## config.mk

```make
export PLATFORM = sky130hd
export DESIGN_NAME = rob_commit
export DESIGN_NICKNAME = d
export VERILOG_FILES = /design/src/rtl/rob_commit.sv
export SDC_FILE = /design/constraint.sdc
export NUM_CORES = 1
export LEC_CHECK = 0
export ABC_CLOCK_PERIOD_IN_PS = 7550
export BUFFER_PORTS_ARGS = -buffer_cell sky130_fd_sc_hd__buf_2
export CORE_MARGIN = 3
export CORE_UTILIZATION = 40
export CTS_CLUSTER_SIZE = 20
export DETAILED_ROUTE_END_ITERATION = 12
export MAX_ROUTING_LAYER = met4
export PLACE_DENSITY = 0.7
export SYNTH_ARGS = -nofsm -noshare
export SYNTH_HDL_FRONTEND = slang
export SYNTH_SLANG_ARGS = --single-unit
```

## constraint.sdc

```tcl
create_clock -name clk_in -period 7.55 [get_ports clk_in]
set_input_delay 1.1325 -clock clk_in [delete_from_list [all_inputs] [get_ports clk_in]]
set_output_delay 1.1325 -clock clk_in [all_outputs]
set_load 0.01 [all_outputs]
```

## src/rtl/rob_commit.sv

```systemverilog
// Circular reorder buffer: allocates tags at issue, captures writeback results,
// retires in program order onto the regfile write port and flushes on a mispredicted head branch.
module rob_commit #(
  parameter int ROB_WIDTH_BIT = 3,
  parameter int REG_ID_BIT    = 5
) (
  input  logic                     clk_in,
  input  logic                     rst_in,
  input  logic                     rdy_in,
  input  logic                     issue_en,
  input  logic [REG_ID_BIT-1:0]    issue_reg,
  input  logic                     issue_is_br,
  output logic                     rob_full,
  output logic [ROB_WIDTH_BIT-1:0] tail_id,
  input  logic                     wb_en,
  input  logic [ROB_WIDTH_BIT-1:0] wb_id,
  input  logic [31:0]              wb_value,
  input  logic                     wb_mispredict,
  input  logic [31:0]              wb_target,
  input  logic [ROB_WIDTH_BIT-1:0] q1_id,
  input  logic [ROB_WIDTH_BIT-1:0] q2_id,
  output logic                     q1_ready,
  output logic                     q2_ready,
  output logic [31:0]              q1_value,
  output logic [31:0]              q2_value,
  output logic                     commit_en,
  output logic [REG_ID_BIT-1:0]    commit_reg,
  output logic [ROB_WIDTH_BIT-1:0] commit_id,
  output logic [31:0]              commit_value,
  output logic                     flush_out,
  output logic [31:0]              flush_pc
);

  localparam int DEPTH = 1 << ROB_WIDTH_BIT;
  localparam logic [ROB_WIDTH_BIT:0]   DEPTH_CNT = DEPTH[ROB_WIDTH_BIT:0];
  localparam logic [ROB_WIDTH_BIT:0]   ONE_CNT   = 1;
  localparam logic [ROB_WIDTH_BIT-1:0] ONE_ID    = 1;

  logic [DEPTH-1:0]      busy;
  logic [DEPTH-1:0]      ready;
  logic [DEPTH-1:0]      is_br;
  logic [DEPTH-1:0]      mispred;
  logic [REG_ID_BIT-1:0] dest   [DEPTH];
  logic [31:0]           value  [DEPTH];
  logic [31:0]           target [DEPTH];

  logic [ROB_WIDTH_BIT-1:0] head;
  logic [ROB_WIDTH_BIT-1:0] tail;
  logic [ROB_WIDTH_BIT:0]   count;

  logic do_issue;
  logic do_wb;
  logic do_commit;
  logic do_flush;

  assign rob_full  = (count == DEPTH_CNT);
  assign tail_id   = tail;
  assign do_issue  = issue_en && !rob_full;
  assign do_wb     = wb_en && busy[wb_id];
  assign do_commit = busy[head] && ready[head];
  assign do_flush  = do_commit && mispred[head];

  // The writeback bus is forwarded ahead of stored results so decode sees it in the same cycle.
  always_comb begin
    q1_ready = (busy[q1_id] && ready[q1_id]) || (wb_en && (wb_id == q1_id));
    q2_ready = (busy[q2_id] && ready[q2_id]) || (wb_en && (wb_id == q2_id));
    q1_value = '0;
    q2_value = '0;
    if (wb_en && (wb_id == q1_id))       q1_value = wb_value;
    else if (busy[q1_id] && ready[q1_id]) q1_value = value[q1_id];
    if (wb_en && (wb_id == q2_id))       q2_value = wb_value;
    else if (busy[q2_id] && ready[q2_id]) q2_value = value[q2_id];
  end

  always_ff @(posedge clk_in) begin
    if (!rst_in) begin
      busy         <= '0;
      ready        <= '0;
      is_br        <= '0;
      mispred      <= '0;
      for (int i = 0; i < DEPTH; i++) begin
        dest[i]   <= '0;
        value[i]  <= '0;
        target[i] <= '0;
      end
      head         <= '0;
      tail         <= '0;
      count        <= '0;
      commit_en    <= 1'b0;
      commit_reg   <= '0;
      commit_id    <= '0;
      commit_value <= '0;
      flush_out    <= 1'b0;
      flush_pc     <= '0;
    end else if (!rdy_in) begin
      commit_en <= 1'b0;
      flush_out <= 1'b0;
    end else begin
      commit_en <= do_commit;
      flush_out <= do_flush;
      if (do_commit) begin
        commit_reg   <= dest[head];
        commit_id    <= head;
        commit_value <= value[head];
      end
      if (do_flush) begin
        // The branch itself still retires above; everything younger is dropped.
        flush_pc <= target[head];
        busy     <= '0;
        ready    <= '0;
        is_br    <= '0;
        mispred  <= '0;
        head     <= '0;
        tail     <= '0;
        count    <= '0;
      end else begin
        if (do_issue) begin
          busy[tail]    <= 1'b1;
          ready[tail]   <= 1'b0;
          dest[tail]    <= issue_reg;
          is_br[tail]   <= issue_is_br;
          mispred[tail] <= 1'b0;
          tail          <= tail + ONE_ID;
        end
        if (do_wb) begin
          ready[wb_id]   <= 1'b1;
          value[wb_id]   <= wb_value;
          mispred[wb_id] <= wb_mispredict && is_br[wb_id];
          target[wb_id]  <= wb_target;
        end
        if (do_commit) begin
          busy[head]    <= 1'b0;
          ready[head]   <= 1'b0;
          mispred[head] <= 1'b0;
          head          <= head + ONE_ID;
        end
        if (do_issue && !do_commit)      count <= count + ONE_CNT;
        else if (!do_issue && do_commit) count <= count - ONE_CNT;
      end
    end
  end

endmodule

```

== Word level (Yosys, flattened, before mapping) ==
Memories as Yosys holds them, arrays and structs flattened. A register that Yosys moved wholly into a read port is not among the register bits.
Cells that the tools add are included.
Storage, ports and cells
  register bits after elaboration: 47
  memory bits (writable): 552
  bits of input ports: 85
  output and inout bits: 144
  word-level logic and storage cells: 156
  memories: 3
Cells by class
  add/subtract/negate cells: 4
  magnitude comparators: 8
  equality and inequality tests: 3
  mux-type cells: 85
  bitwise logic cells: 9
  reductions and logical operators: 34
Memories
  target: depth 8, width 32, read ports 1, clocked after Yosys merged registers in 1, wr ports 8, line 45  | logic [31:0] target [DEPTH];
  value: depth 8, width 32, read ports 3, clocked after Yosys merged registers in 1, wr ports 8, line 44  | logic [31:0] value [DEPTH];
  dest: depth 8, width 5, read ports 1, clocked after Yosys merged registers in 1, wr ports 8, line 43  | logic [REG_ID_BIT-1:0] dest [DEPTH];
Operators by type and width (count)
  $mux W8: 28
  $mux W32: 6
  $reduce_or A32 Y1: 2
  $and A8 B8 Y8: 5
  $bmux W1 S3: 9
  $mux W1: 26
  $mux W3: 7
  $lt A3 B4 Y1 const B: 5
  $bwmux W8: 2
  $not A8 Y8: 2
  $or A8 B8 Y8: 2
  $logic_and A1 B1 Y1: 14
  $mux W4: 3
  $reduce_and A2 Y1: 6
  $demux W1 S3: 3
  $ge A3 B1 Y1 const B: 3
  $add A3 B1 Y3 const B: 2
  $eq A3 B3 Y1: 2
  $logic_not A1 Y1: 6
  $mux W5: 1
  $reduce_or A5 Y1: 1
  $add A4 B1 Y4 const B: 1
  $eq A4 B4 Y1 const B: 1
  $reduce_bool A2 Y1: 2
  other kinds (3): 4

== Logic depth before layout (Yosys ltp) ==
  depth after elaboration: 18
  depth in mapped cells: 13
  gate-level depth less buffers: 11

== Worst setup path before layout ==
OpenSTA, ideal clock, no wires.
  kind: input to register
  start: input rst_in
  end: memory target[3][0], enable pin
  library setup time: 575 ps
  arrival: 6779 ps
  data required time: 6975 ps
  path slack: 196 ps
  stages on the path: 6
  path buffers: 2
  cells stage by stage: clkbuf_1 > inv_1 > nor2_1 > nand2_1 > clkbuf_1 > o21ai_0
RTL lines
  from (decl): line 8  | input logic rst_in,
  to (decl): line 45

== Final worst setup path ==
  start: input q1_id[0]
  end: output q1_value[15]
Between the ends
  longest elaborated chain between the ends: 5
  elaborated cells between the ends (all ways): 10
RTL lines
  from (decl): line 20  | input logic [ROB_WIDTH_BIT-1:0] q1_id,
  $bmux W1 S3: line 70  | else if (busy[q1_id] && ready[q1_id]) q1_value = value[q1_id];
  $mux W1 (implied by the code): line 70
  $logic_and A1 B1 Y1: line 70
  $mux W32: line 70
  $mux W32 (*): line 69  | if (wb_en && (wb_id == q1_id)) q1_value = wb_value;
  to (decl): line 24  | output logic [31:0] q1_value,
Every way passes the cells marked *; elsewhere a longest branch is shown, timed or not. The select of a mux whose other input is x is not followed.

==> metrics <==
status complete, no violations; FFs w/ async S/R, synth 0%; CP endpoint kind primary output; startpoint types primary input; Max Cap Violations 0; Final Wtd Congestion 0.873; achievable frequency ~210 MHz; DR vias 24.2k; post-synthesis area per instance ~13 um2; post-synthesis mux area share 15.4%; Crit path arrival time ~3.7 ns; Syn. warnings 0; most frequent CP cell buf_4; Post-CTS Setup Bufs 0; Synth Area in XOR/XNOR less than 1%; P_sw around 2000 uW; unrepaired setup endpoints after global routing false; vias in the first global route 23.7k; CTS sink count 668; fin crit period 4.86 ns; CP required 6.42 ns; area leader, netlist edfxtp_1; Peak VDD IR approximately 0.17 mV; Core Rows ~110; number of I/O pins 229; Avg WL per Cell 28.0 um; slowest stage delay, CP 0.64 ns; Post-Syn Instances 2629; Slew headroom 19.0%; Synth top area share roughly half; Worst-Margin Slew ~1.2 ns; Total Routing Usage GR between 20% and 30%; combinational power share approximately 7%; worst hold path class flop to flop; die height 297 um; worst skew pair latency ~0.65 ns; final net count 2861; Final Max Slew Viols 0; setup TNS 0 ns; Die Width 297 um; Synth Cell Area 0.0338 mm2; Tot Pwr 8110 uW; Final Skew about 0.023 ns; H-tree Lvls 3; prevailing post-synth register cell edfxtp_1; crit path kind primary input to primary output; number of library cell types mapped by synthesis 77; antenna violations before repair 10; CTS resizes 0; CP cell instances buf_4 -> buf_4 -> mux4_2 -> mux2i_1 -> o31ai_1 -> buf_2; largest family of logic cells by synthesized area multiplexers; Detailed Route WL 111000 um; pin count of the biggest net entering global routing 128; adder-cell share of the synthesized area less than 1%; IO Port Bufs approximately 230; final setup fails 0; root buffer cell clkbuf_16; Hold Buf Count CTS 0; TritonCTS Buffers 70; switching share of total power 24.0%; Worst path slowest cell buf_4; EDFF count, synth between 500 and 600; Sequential Power Share 51.1%; drt pass-1 iters 6; GRT overflow 0; syn nets 2719; clock transition at the registers of the reported paths roughly 0.06 ns; share of layout cells above drive strength 1 22.4%; fin util 46.0%; Seq cells post-synth around 670; fin crit share 64.3%; Pwr Density 211 mW/mm2; DRC violations left 0; Synth area leaders edfxtp_1 49%, mux4_2 11%, and2_1 9.5%; Regs by FF count target (256), value (256), dest (40); register area share after synthesis a little under three fifths; crit-path max FO between 40 and 50; P_int 6160 uW; Area Overhead vs Synth 13.9%; dpl cells roughly 3.8k; post-synthesis simple-gate area fraction 15.2%; drt via density 6.10; Leakage approximately 0.014 uW; core box area 0.0837 mm2; DP Worst Slack 2.65 ns; CTS tree yes; first-pass GRT wire length 163000 um; clock network power share about two fifths; CTS max path bufs 3; Post-DP HPWL 66400 um; Cell Count, Final, Fillers Out 3967; post-synthesis compound-gate area fraction approximately 10%; Final Worst Setup Slack about 2.7 ns; Starting Density 40.4%; post-route ant nets 0; Die Area 0.0881 mm2; Iteration-0 DRC Markers 3237; Fin. Hold Viols 0
## layout by cell type (no fill, tap or decap), drive strengths merged, types with 4 or more instances in the layout
cell,instances
a221oi,72
mux2,27
clkbuf,102
o221ai,4
nor2b,8
dfxtp,116
xor2,7
mux4,162
o211ai,12
a311oi,14
a21oi,64
clkinv,21
diode,7
nand2b,11
a221o,13
o21ai,27
o31ai,67
nor3,32
a22o,27
inv,18
buf,288
nor2,153
nand2,131
o2bb2ai,19
a22oi,42
ha,4
mux2i,126
nand3,37
nand4,23
a211oi,24
o41ai,6
and2,516
o22ai,27
edfxtp,552
nand3b,9
a31oi,11
## worst max-delay path, delay by kind of cell
| kind | cells | cell delay [ns] |
|---|---|---|
| AOI/OAI and AO/OA | 1 | 0.12 |
| buffers and inverters | 3 | 1.45 |
| muxes | 2 | 0.96 |
## area by class of cell
cell class	instances	area, um2
clock buffer	102	1950
sequential	668	18900
multi-input combinational	1726	14200
antenna	7	17.5
timing repair buffer	288	1630
tap	1134	1420
clock inverter	25	319
inverter	17	63.8
fill	7346	45200
## metrics by stage
step           hold WS, ns  instance area (um2)
5_1_grt              0.475                38500
3_3_place_gp         0.441                36200
2_1_floorplan        0.441                33800
6_report             0.454                38500
3_5_place_dp         0.441                36200
4_1_cts              0.455                38500
## logic make-up after synthesis
family / Yosys count
compound gates: 461
xor+xnor: 10
fa+ha+maj: 5
buf+inv: 235
flops: 668
mux: 315
simple gates: 935
## worst paths after layout
kind         cells after the start      endpoint  slack (ns)         start
min reg2reg                      2  commit_id[0]        0.45  commit_id[0]
min                              2  commit_id[0]        0.45  commit_id[0]
max                              6  q1_value[15]        2.69      q1_id[0]
max reg2reg                     10  value[7][28]        2.85       head[1]
## per-layer routing
| metal | track usage (%) | vias up | part of all wire, % |
|---|---|---|---|
| met4 | 9.74 | 0 | 3.5 |
| li1 | - | 10365 | - |
| met3 | 5.85 | 209 | 11 |
| met2 | 39.3 | 1426 | 47 |
| met5 | - | - | 0 |
| met1 | 32.5 | 12215 | 39 |
## Yosys cell counts, drive strengths merged (13+ instances only)
| cell | n |
|---|---|
| edfxtp | 552 |
| and2 | 516 |
| clkbuf | 168 |
| mux4 | 162 |
| nor2 | 153 |
| nand2 | 131 |
| mux2i | 126 |
| dfxtp | 116 |
| a221oi | 72 |
| o31ai | 67 |
| a21oi | 64 |
| buf | 50 |
| a22oi | 42 |
| nand3 | 37 |
| nor3 | 32 |
| a22o | 27 |
| mux2 | 27 |
| o21ai | 27 |
| o22ai | 27 |
| a211oi | 24 |
| nand4 | 23 |
| o2bb2ai | 19 |
| inv | 17 |
| a311oi | 14 |
| a221o | 13 |
## power groups by stage
stage,Combinational (uW),Sequential (uW),Clock (uW)
2_1_floorplan,334,4220,0
3_3_place_gp,558,4210,0
3_5_place_dp,564,4220,0
4_1_cts,566,4140,3420
5_1_grt,600,4160,3580
6_report,566,4150,3400
Power figures use the tool's default switching activity.
